File: src/rtl/pipe_controller_pkg.sv
// pipe_controller_pkg: shared encodings for the MIPS pipeline control block.
// Holds opcode/funct constants, the 4-bit ALU op enum, the 2-bit forward
// select enum and the forwarding-priority helper used for both operands.
package pipe_controller_pkg;

  // Primary opcodes (ir[31:26])
  localparam logic [5:0] OP_RTYPE = 6'b000000;
  localparam logic [5:0] OP_J     = 6'b000010;
  localparam logic [5:0] OP_JAL   = 6'b000011;
  localparam logic [5:0] OP_BEQ   = 6'b000100;
  localparam logic [5:0] OP_BNE   = 6'b000101;
  localparam logic [5:0] OP_ADDI  = 6'b001000;
  localparam logic [5:0] OP_ADDIU = 6'b001001;
  localparam logic [5:0] OP_SLTI  = 6'b001010;
  localparam logic [5:0] OP_SLTIU = 6'b001011;
  localparam logic [5:0] OP_ANDI  = 6'b001100;
  localparam logic [5:0] OP_ORI   = 6'b001101;
  localparam logic [5:0] OP_XORI  = 6'b001110;
  localparam logic [5:0] OP_LUI   = 6'b001111;
  localparam logic [5:0] OP_LW    = 6'b100011;
  localparam logic [5:0] OP_SW    = 6'b101011;

  // R-type function codes (ir[5:0])
  localparam logic [5:0] F_SLL  = 6'b000000;
  localparam logic [5:0] F_SRL  = 6'b000010;
  localparam logic [5:0] F_SRA  = 6'b000011;
  localparam logic [5:0] F_JR   = 6'b001000;
  localparam logic [5:0] F_ADD  = 6'b100000;
  localparam logic [5:0] F_ADDU = 6'b100001;
  localparam logic [5:0] F_SUB  = 6'b100010;
  localparam logic [5:0] F_SUBU = 6'b100011;
  localparam logic [5:0] F_AND  = 6'b100100;
  localparam logic [5:0] F_OR   = 6'b100101;
  localparam logic [5:0] F_XOR  = 6'b100110;
  localparam logic [5:0] F_NOR  = 6'b100111;
  localparam logic [5:0] F_SLT  = 6'b101010;
  localparam logic [5:0] F_SLTU = 6'b101011;

  typedef enum logic [3:0] {
    ALU_ADD   = 4'd0,
    ALU_SUB   = 4'd1,
    ALU_AND   = 4'd2,
    ALU_OR    = 4'd3,
    ALU_XOR   = 4'd4,
    ALU_NOR   = 4'd5,
    ALU_SLT   = 4'd6,
    ALU_SLTU  = 4'd7,
    ALU_SLL   = 4'd8,
    ALU_SRL   = 4'd9,
    ALU_SRA   = 4'd10,
    ALU_LUI   = 4'd11,
    ALU_PASSA = 4'd12
  } aluc_t;

  typedef enum logic [1:0] {
    FWD_RF   = 2'b00,
    FWD_EXE  = 2'b01,
    FWD_MEM  = 2'b10,
    FWD_LOAD = 2'b11
  } fwd_t;

  // Operand source select; the younger EX result wins over anything in MEM.
  // A load sitting in EX cannot be forwarded, so it falls through (and stalls).
  function automatic fwd_t fwd_sel(input logic [4:0] src,
                                   input logic [4:0] e_des,
                                   input logic       e_wreg,
                                   input logic       e_m2reg,
                                   input logic [4:0] m_des,
                                   input logic       m_wreg,
                                   input logic       m_m2reg);
    fwd_t sel;
    sel = FWD_RF;
    if (e_wreg && !e_m2reg && (e_des != 5'd0) && (e_des == src))
      sel = FWD_EXE;
    else if (m_wreg && !m_m2reg && (m_des != 5'd0) && (m_des == src))
      sel = FWD_MEM;
    else if (m_wreg && m_m2reg && (m_des != 5'd0) && (m_des == src))
      sel = FWD_LOAD;
    return sel;
  endfunction

endpackage

File: src/rtl/pipe_controller_alu.sv
// pipe_alu: combinational EX-stage ALU, 32-bit, wrapping arithmetic.
// Ports: aluc (4-bit op), a, b (operands; shifts move b by a[4:0]) -> result.
// Unused op codes return zero.
module pipe_alu
  import pipe_controller_pkg::*;
(
  input  logic [3:0]  aluc,
  input  logic [31:0] a,
  input  logic [31:0] b,
  output logic [31:0] result
);

  aluc_t op;
  assign op = aluc_t'(aluc);

  always_comb begin
    result = 32'd0;
    case (op)
      ALU_ADD:   result = a + b;
      ALU_SUB:   result = a - b;
      ALU_AND:   result = a & b;
      ALU_OR:    result = a | b;
      ALU_XOR:   result = a ^ b;
      ALU_NOR:   result = ~(a | b);
      ALU_SLT:   result = {31'd0, ($signed(a) < $signed(b))};
      ALU_SLTU:  result = {31'd0, (a < b)};
      ALU_SLL:   result = b << a[4:0];
      ALU_SRL:   result = b >> a[4:0];
      ALU_SRA:   result = $signed(b) >>> a[4:0];
      ALU_LUI:   result = {b[15:0], 16'd0};
      ALU_PASSA: result = a;
      default:   result = 32'd0;
    endcase
  end

endmodule

File: src/rtl/pipe_controller.sv
// pipe_controller: ID decode, hazard/stall, forwarding, branch resolve and
// self-modifying-code detect for a 5-stage MIPS pipe; owns ID/EX controls
// and the EX ALU. Ports: IF/ID ir/id_pc/id_equ, EX/MEM m_*, ID/EX operands
// in; stall/redirect/selects, decoded controls, e_* registers, ex_alu out.
module pipe_controller
  import pipe_controller_pkg::*;
(
  input  logic        clock,
  input  logic        reset,
  input  logic [31:0] ir,
  input  logic [31:0] id_pc,
  input  logic        id_equ,
  input  logic [4:0]  m_des,
  input  logic        m_wreg,
  input  logic        m_m2reg,
  input  logic [31:0] ex_a,
  input  logic [31:0] ex_b,
  input  logic [31:0] ex_imm,
  output logic        wpcir,
  output logic        branch,
  output logic        smc,
  output logic        jump,
  output logic        jr,
  output logic        jal,
  output logic [1:0]  fwda,
  output logic [1:0]  fwdb,
  output logic        wreg,
  output logic        m2reg,
  output logic        wmem,
  output logic        aluimm,
  output logic        shift,
  output logic        regrt,
  output logic        sext,
  output logic [3:0]  aluc,
  output logic [4:0]  des,
  output logic        e_wreg,
  output logic        e_m2reg,
  output logic        e_wmem,
  output logic        e_aluimm,
  output logic        e_shift,
  output logic [3:0]  e_aluc,
  output logic [4:0]  e_des,
  output logic [31:0] ex_alu
);

  logic [5:0] op, funct;
  logic [4:0] rs, rt, rd;
  assign op    = ir[31:26];
  assign rs    = ir[25:21];
  assign rt    = ir[20:16];
  assign rd    = ir[15:11];
  assign funct = ir[5:0];

  // The shift amount reaches the EX stage through ex_imm[10:6].
  logic unused_shamt;
  assign unused_shamt = ^ir[10:6];

  // Raw decode, before the stall bubble is applied.
  logic  valid, i_alu;
  logic  d_wreg, d_m2reg, d_wmem, d_aluimm, d_shift, d_regrt, d_sext;
  logic  d_jump, d_jr, d_jal, is_beq, is_bne, use_rs, use_rt;
  aluc_t d_aluc;

  always_comb begin
    valid    = 1'b0;
    i_alu    = 1'b0;
    d_wreg   = 1'b0;
    d_m2reg  = 1'b0;
    d_wmem   = 1'b0;
    d_aluimm = 1'b0;
    d_shift  = 1'b0;
    d_regrt  = 1'b0;
    d_sext   = 1'b0;
    d_jump   = 1'b0;
    d_jr     = 1'b0;
    d_jal    = 1'b0;
    is_beq   = 1'b0;
    is_bne   = 1'b0;
    use_rs   = 1'b0;
    use_rt   = 1'b0;
    d_aluc   = ALU_ADD;
    if (op == OP_RTYPE) begin
      valid  = 1'b1;
      d_wreg = 1'b1;
      use_rs = 1'b1;
      use_rt = 1'b1;
      case (funct)
        F_ADD, F_ADDU: d_aluc = ALU_ADD;
        F_SUB, F_SUBU: d_aluc = ALU_SUB;
        F_AND:  d_aluc = ALU_AND;
        F_OR:   d_aluc = ALU_OR;
        F_XOR:  d_aluc = ALU_XOR;
        F_NOR:  d_aluc = ALU_NOR;
        F_SLT:  d_aluc = ALU_SLT;
        F_SLTU: d_aluc = ALU_SLTU;
        F_SLL:  begin d_aluc = ALU_SLL; d_shift = 1'b1; use_rs = 1'b0; end
        F_SRL:  begin d_aluc = ALU_SRL; d_shift = 1'b1; use_rs = 1'b0; end
        F_SRA:  begin d_aluc = ALU_SRA; d_shift = 1'b1; use_rs = 1'b0; end
        F_JR:   begin d_jr = 1'b1; d_wreg = 1'b0; end
        default: begin
          valid  = 1'b0;
          d_wreg = 1'b0;
          use_rs = 1'b0;
          use_rt = 1'b0;
        end
      endcase
    end else begin
      case (op)
        OP_ADDI, OP_ADDIU: begin i_alu = 1'b1; d_aluc = ALU_ADD; end
        OP_SLTI:  begin i_alu = 1'b1; d_aluc = ALU_SLT; end
        OP_SLTIU: begin i_alu = 1'b1; d_aluc = ALU_SLTU; end
        OP_ANDI:  begin i_alu = 1'b1; d_aluc = ALU_AND; d_sext = 1'b1; end
        OP_ORI:   begin i_alu = 1'b1; d_aluc = ALU_OR;  d_sext = 1'b1; end
        OP_XORI:  begin i_alu = 1'b1; d_aluc = ALU_XOR; d_sext = 1'b1; end
        OP_LUI:   begin i_alu = 1'b1; d_aluc = ALU_LUI; end
        OP_LW: begin
          valid = 1'b1; d_wreg = 1'b1; d_m2reg = 1'b1;
          d_aluimm = 1'b1; d_regrt = 1'b1; use_rs = 1'b1;
        end
        OP_SW: begin
          valid = 1'b1; d_wmem = 1'b1; d_aluimm = 1'b1;
          use_rs = 1'b1; use_rt = 1'b1;
        end
        OP_BEQ: begin valid = 1'b1; is_beq = 1'b1; use_rs = 1'b1; use_rt = 1'b1; end
        OP_BNE: begin valid = 1'b1; is_bne = 1'b1; use_rs = 1'b1; use_rt = 1'b1; end
        OP_J:   begin valid = 1'b1; d_jump = 1'b1; end
        // jal links PC+4, which the datapath presents on the A operand.
        OP_JAL: begin
          valid = 1'b1; d_jump = 1'b1; d_jal = 1'b1;
          d_wreg = 1'b1; d_aluc = ALU_PASSA;
        end
        default: ;
      endcase
      if (i_alu) begin
        valid    = 1'b1;
        d_wreg   = 1'b1;
        d_aluimm = 1'b1;
        d_regrt  = 1'b1;
        use_rs   = (op != OP_LUI);
      end
    end
  end

  // Hazards: a load in EX whose result is needed now, or a store in EX that
  // hits the word currently held in IF/ID (flushed slots are all-ones).
  logic load_use;
  assign load_use = e_wreg && e_m2reg && (e_des != 5'd0) &&
                    ((use_rs && (e_des == rs)) || (use_rt && (e_des == rt)));
  assign smc   = e_wmem && (ex_alu[31:2] == id_pc[31:2]) && (id_pc != 32'hFFFF_FFFF);
  assign wpcir = load_use || smc;

  assign fwda = fwd_sel(rs, e_des, e_wreg, e_m2reg, m_des, m_wreg, m_m2reg);
  assign fwdb = fwd_sel(rt, e_des, e_wreg, e_m2reg, m_des, m_wreg, m_m2reg);

  // A stalled ID instruction becomes a bubble: no state-changing controls.
  assign wreg   = d_wreg  && !wpcir;
  assign m2reg  = d_m2reg && !wpcir;
  assign wmem   = d_wmem  && !wpcir;
  assign aluimm = d_aluimm;
  assign shift  = d_shift;
  assign regrt  = d_regrt;
  assign sext   = d_sext;
  assign aluc   = d_aluc;
  assign jump   = d_jump;
  assign jr     = d_jr;
  assign jal    = d_jal;
  assign des    = !valid ? 5'd0 : (d_jal ? 5'd31 : (d_regrt ? rt : rd));

  assign branch = !wpcir && ((is_beq && id_equ) || (is_bne && !id_equ) ||
                             d_jump || d_jr);

  always_ff @(posedge clock or posedge reset) begin
    if (reset) begin
      e_wreg   <= 1'b0;
      e_m2reg  <= 1'b0;
      e_wmem   <= 1'b0;
      e_aluimm <= 1'b0;
      e_shift  <= 1'b0;
      e_aluc   <= 4'd0;
      e_des    <= 5'd0;
    end else begin
      e_wreg   <= wreg;
      e_m2reg  <= m2reg;
      e_wmem   <= wmem;
      e_aluimm <= aluimm;
      e_shift  <= shift;
      e_aluc   <= aluc;
      e_des    <= des;
    end
  end

  logic [31:0] alu_a, alu_b;
  assign alu_a = e_shift ? {27'd0, ex_imm[10:6]} : ex_a;
  assign alu_b = e_aluimm ? ex_imm : ex_b;

  pipe_alu u_alu (
    .aluc   (e_aluc),
    .a      (alu_a),
    .b      (alu_b),
    .result (ex_alu)
  );

endmodule

File: config.mk
export PLATFORM = sky130hd
export DESIGN_NAME = pipe_controller
export DESIGN_NICKNAME = d
export VERILOG_FILES = /design/src/rtl/pipe_controller_pkg.sv /design/src/rtl/pipe_controller_alu.sv /design/src/rtl/pipe_controller.sv
export SDC_FILE = /design/constraint.sdc
export NUM_CORES = 1
export LEC_CHECK = 0
export ABC_AREA = 1
export CAP_MARGIN = 20
export CORE_MARGIN = 8
export CORE_UTILIZATION = 45
export CTS_CLUSTER_SIZE = 14
export DETAILED_ROUTE_END_ITERATION = 6
export GPL_ROUTABILITY_DRIVEN = 0
export PLACE_DENSITY_LB_ADDON = 0.05
export SETUP_SLACK_MARGIN = 0.2
export SYNTH_ARGS = -nofsm -noshare
export SYNTH_HDL_FRONTEND = slang
export SYNTH_SLANG_ARGS = --single-unit
File: constraint.sdc
create_clock -name clock -period 7.08 [get_ports clock]
set_clock_uncertainty 0.15 [all_clocks]
set_input_delay 1.062 -clock clock [delete_from_list [all_inputs] [get_ports clock]]
set_output_delay 1.062 -clock clock [all_outputs]
set_load 0.01 [all_outputs]
==> results_tabular.tex <==
\begin{tabular}{lr}
\hline
Metric & Value \\
\hline
\multicolumn{2}{l}{\textbf{Run status}} \\
\quad Result of the run & complete, but fails checks \\
\quad Violations in the final reports & design-rule violations \\
\multicolumn{2}{l}{\textbf{Placed design}} \\
\quad Total of buffers placed on input and output ports & 236 \\
\quad Number of cells in the design after placement & 3236 \\
\quad Total half-perimeter wirelength after legalization and detailed placement & 57.6 mm \\
\multicolumn{2}{l}{\textbf{Clocking}} \\
\quad Cts hold-fix bufs & 0 \\
\quad Clock transition at the registers of the reported paths & 0.05 ns \\
\quad Cts bufs inserted & 3 \\
\quad Clock sink count & 14 \\
\quad Clock tree from TritonCTS & done \\
\quad CTS Root Cell & sky130\_fd\_sc\_hd\_\_clkbuf\_16 \\
\quad H-tree level count & 1 \\
\quad Skew-Pair Late Insertion Delay & 0.24 ns \\
\quad CTS Buffer Depth & 2 \\
\multicolumn{2}{l}{\textbf{STA}} \\
\quad Achievable Freq & 0.148 GHz \\
\quad Max-Slew Margin vs Limit & 38.9\% \\
\quad Hold violation count in the final report & 0 \\
\quad Endpoints failing setup & 0 \\
\quad Time the worst path needs with I/O delays and setup & 6.77 ns \\
\quad Unrepaired setup endpoints after global routing & true \\
\quad Crit share post-route & 95.6\% \\
\quad Worst-margin pin slew & 0.915 ns \\
\quad Number of pins with negative max-slew slack in the final report & 0 \\
\quad Total negative setup slack & 0 ns \\
\multicolumn{2}{l}{\textbf{Logic synthesis}} \\
\quad Post-synthesis area per instance & 4.94 um\^{}2 \\
\quad Sequential fraction of the synthesis area & 2.70\% \\
\quad Synth unique cells & 59 \\
\quad Post-synth EDFFs & 0 \\
\quad \#FFs+latches synth & 14 \\
\quad Number of warnings reported in the yosys synthesis log & 0 \\
\quad Synth Cell Area & 13000 um\^{}2 \\
\quad Post-Synthesis Net Count & 2898 \\
\quad Top\_reg\_cell synth & sky130\_fd\_sc\_hd\_\_dfrtp\_1 \\
\quad Count of mapped cells out of synthesis & 2625 \\
\quad Fraction of synthesis flops using an asynchronous set or reset pin & 100\% \\
\multicolumn{2}{l}{\textbf{Cells and area}} \\
\quad Sequential cell area & 350 um\^{}2 \\
\quad Commonest non-fill, non-tap cell in the layout & sky130\_fd\_sc\_hd\_\_nand2\_1 \\
\quad Non-filler instance count after layout & 3243 \\
\quad Final-stage net count & 3133 \\
\quad Layout cell share with drive strength beyond 1 & 6.33\% \\
\quad Area added between synthesis and finish & 24.5\% \\
\quad Highest-count cells in the layout ignoring fill and taps & sky130\_fd\_sc\_hd\_\_nand2\_1 (894), sky130\_fd\_sc\_hd\_\_nand3\_1 (439), sky130\_fd\_sc\_hd\_\_inv\_1 (330), sky130\_fd\_sc\_hd\_\_nor2\_1 (246), sky130\_fd\_sc\_hd\_\_clkdlybuf4s50\_1 (236) \\
\quad Area used by multi-input combinational logic & 10900 um\^{}2 \\
\quad Utilization of the core after routing & 56.6\% \\
\quad Fill cell instance count of the final layout & 3077 \\
\quad Ant. Diodes & 0 \\
\multicolumn{2}{l}{\textbf{Floorplan}} \\
\quad Die Span X & 186 um \\
\quad IO Pins & 242 \\
\quad Total core area & 28500 um\^{}2 \\
\quad Die Outline Area & 34500 um\^{}2 \\
\quad Cell Rows & 62 \\
\quad Initial core utilization & 45.5\% \\
\quad Die extent in y & 186 um \\
\multicolumn{2}{l}{\textbf{Routing}} \\
\quad Post-detailed-routing wire length & 69.7 mm \\
\quad DRC violations left & 33 \\
\quad Via count of the routed design & 19707 \\
\quad Antenna-violating nets left & 0 \\
\quad Drt wl/cell & 21.5 um \\
\quad Number of search-and-repair iterations in the first detailed-routing pass & 7 \\
\quad Drt via density & 6.08 \\
\quad Number of DRC markers in iteration 0 & 3263 \\
\multicolumn{2}{l}{\textbf{Pwr}} \\
\quad Total power density per cell area & 120 nW/um\^{}2 \\
\quad Leak & 8.52 nW \\
\quad Maximum vdd ir drop & 0.118 mV \\
\multicolumn{2}{l}{\textbf{Setup path}} \\
\quad Critical Path AT & 5.56 ns \\
\quad Worst-path maximum fanout & 5 \\
\quad Setup crit end kind & output port \\
\quad Cell repeated most along the worst path & sky130\_fd\_sc\_hd\_\_nand2\_1 \\
\quad Number of buffer and inverter stages on the critical path & 3 \\
\quad Top delay family on crit path & simple AND/OR/NAND/NOR gates \\
\quad Biggest cell delay along the critical path & 0.53 ns \\
\quad Critical Path RT & 5.87 ns \\
\quad Startpoint kind of the worst setup timing path & primary input \\
\quad List of cells traversed by the critical path & clkdlybuf4s50\_1, nand2\_1, o21ai\_2, buf\_4, ha\_1, fa\_1, o21ai\_2, nand2\_1, nand2\_1, a21oi\_1, nor2\_1, nand2\_1, nor2\_1, nand2\_1, nand2\_1, nand2\_1, nor2\_1, nand3\_1, nor2\_1, nand2\_2, nand2\_2, nor2\_1, clkdlybuf4s50\_1 \\
\quad Slowest cell on the critical path & sky130\_fd\_sc\_hd\_\_fa\_1 \\
\quad Worst Setup Path Type & primary input to output port \\
\multicolumn{2}{l}{\textbf{GRT}} \\
\quad Vias in the first global route & 17739 \\
\quad Total global routing overflow & 0 \\
\quad Number of antenna violations at the first check in global routing & 1 \\
\quad Wire length of the first global-routing pass & 103 mm \\
\quad Tot GR Track Use & 38.8\% \\
\quad Largest net degree at the start of global routing & 67 \\
\multicolumn{2}{l}{\textbf{Worst hold path}} \\
\quad Path type of the worst min-delay path & flip-flop to flip-flop \\
\multicolumn{2}{l}{\textbf{Run}} \\
\quad Max-cap violations & 0 \\
\hline
\end{tabular}
==> worst reg2reg max path: stages (launching register included) <==
cell and delay, ns:
sky130_fd_sc_hd__dfrtp_1 0.67, sky130_fd_sc_hd__inv_4 0.32, sky130_fd_sc_hd__nand2_1 0.21, sky130_fd_sc_hd__nand2_4 0.06, sky130_fd_sc_hd__ha_1 0.26, sky130_fd_sc_hd__fa_1 0.53
sky130_fd_sc_hd__o21ai_2 0.35, sky130_fd_sc_hd__nand2_1 0.09, sky130_fd_sc_hd__nand2_1 0.21, sky130_fd_sc_hd__a21oi_1 0.10, sky130_fd_sc_hd__nor2_1 0.28, sky130_fd_sc_hd__nand2_1 0.09
sky130_fd_sc_hd__nor2_1 0.29, sky130_fd_sc_hd__nand2_1 0.11, sky130_fd_sc_hd__nand2_1 0.07, sky130_fd_sc_hd__nand2_1 0.07, sky130_fd_sc_hd__nor2_1 0.14, sky130_fd_sc_hd__nand3_1 0.10
sky130_fd_sc_hd__nor2_1 0.14, sky130_fd_sc_hd__nand2_2 0.16, sky130_fd_sc_hd__nand2_2 0.15, sky130_fd_sc_hd__nor2_1 0.06, sky130_fd_sc_hd__buf_4 0.13
==> Yosys cell counts, drive strengths merged, types with 5 or more instances <==
cell type | instances | area, um^2
o21bai | 14 | 105
o221ai | 8 | 70.1
inv | 339 | 1270
o21ai | 95 | 502
clkbuf | 28 | 106
nand3 | 443 | 2230
o22ai | 32 | 200
a211oi | 5 | 37.5
nand3b | 14 | 105
dfrtp | 14 | 350
xor2 | 12 | 105
a21oi | 86 | 430
nor2 | 264 | 1010
o211ai | 13 | 97.6
o2111ai | 10 | 87.6
buf | 69 | 445
nor4 | 12 | 75.1
nand2 | 923 | 3540
xnor2 | 7 | 61.3
ha | 101 | 1260
nor3 | 39 | 195
nand4 | 57 | 357
==> stage by stage <==
step                instance area, um^2  total power [mW]  worst slack, ns  hold WS [ns]
CTS                               16100              1.85            0.241         0.562
global placement                  16000              1.71            0.301         0.553
floorplan                         13000              1.04             2.01         0.626
detailed placement                16000              1.72            0.266         0.549
global route                      16200              2.06            0.149         0.591
finish                            16200              1.94            0.312         0.562
==> path summary, 6_finish.rpt <==
path,slack (ns),startpoint,endpoint,depth (start not counted)
setup / recovery,0.31,ex_b[0],wreg,23
hold / removal,0.56,e_wreg,e_m2reg,3
setup reg to reg,2.24,e_shift,e_wmem,22
hold reg to reg,0.56,e_wreg,e_m2reg,3
max in group asynchronous,5.37,reset,e_des[0],2
min in group asynchronous,1.03,reset,e_aluc[0],2
==> state kept, by name, indices dropped and copies added, names as in the netlist <==
| name | flops |
|---|---|
| e_des | 5 |
| e_aluc | 4 |
| e_m2reg | 1 |
| e_aluimm | 1 |
| e_wreg | 1 |
| e_wmem | 1 |
| e_shift | 1 |
==> cell families after synthesis <==
group           share of synthesized area [%]
fa+ha+maj                                10.0
xor+xnor                                 1.28
flops                                    2.70
buf+inv                                  14.2
compound gates                           13.4
mux                                     0.173
simple gates                             58.3
==> layout make-up <==
cell class | count | area share (%)
Multi-Input combinational cell | 2172 | 67.4
Clock buffer | 4 | 0.550
Inverter | 342 | 7.96
Sequential cell | 14 | 2.17
Tap cell | 384 | 2.97
Timing Repair Buffer | 327 | 18.9
==> per-layer routing <==
metal	vias to the layer above	global-route usage (%)	wire, um
met2	1591	58.0	28500
met5	-	0	0
met3	304	11.1	10600
met4	0	21.9	4890
met1	8782	49.3	25700
li1	9030	-	-
==> report_power, final <==
| group | internal [mW] | switching (mW) |
|---|---|---|
| Sequential | 0.0839 | 0.00577 |
| Combinational | 0.612 | 1.12 |
| Clock | 0.0857 | 0.0344 |
| Total | 0.781 | 1.16 |
==> timing repair <==
action,4_1_cts,5_1_grt
buffers inserted,0,3
setup endpoints to repair,0,6
resized for setup,0,29
endpoints found under the hold margin,0,0
Power figures use the tool's default switching activity.
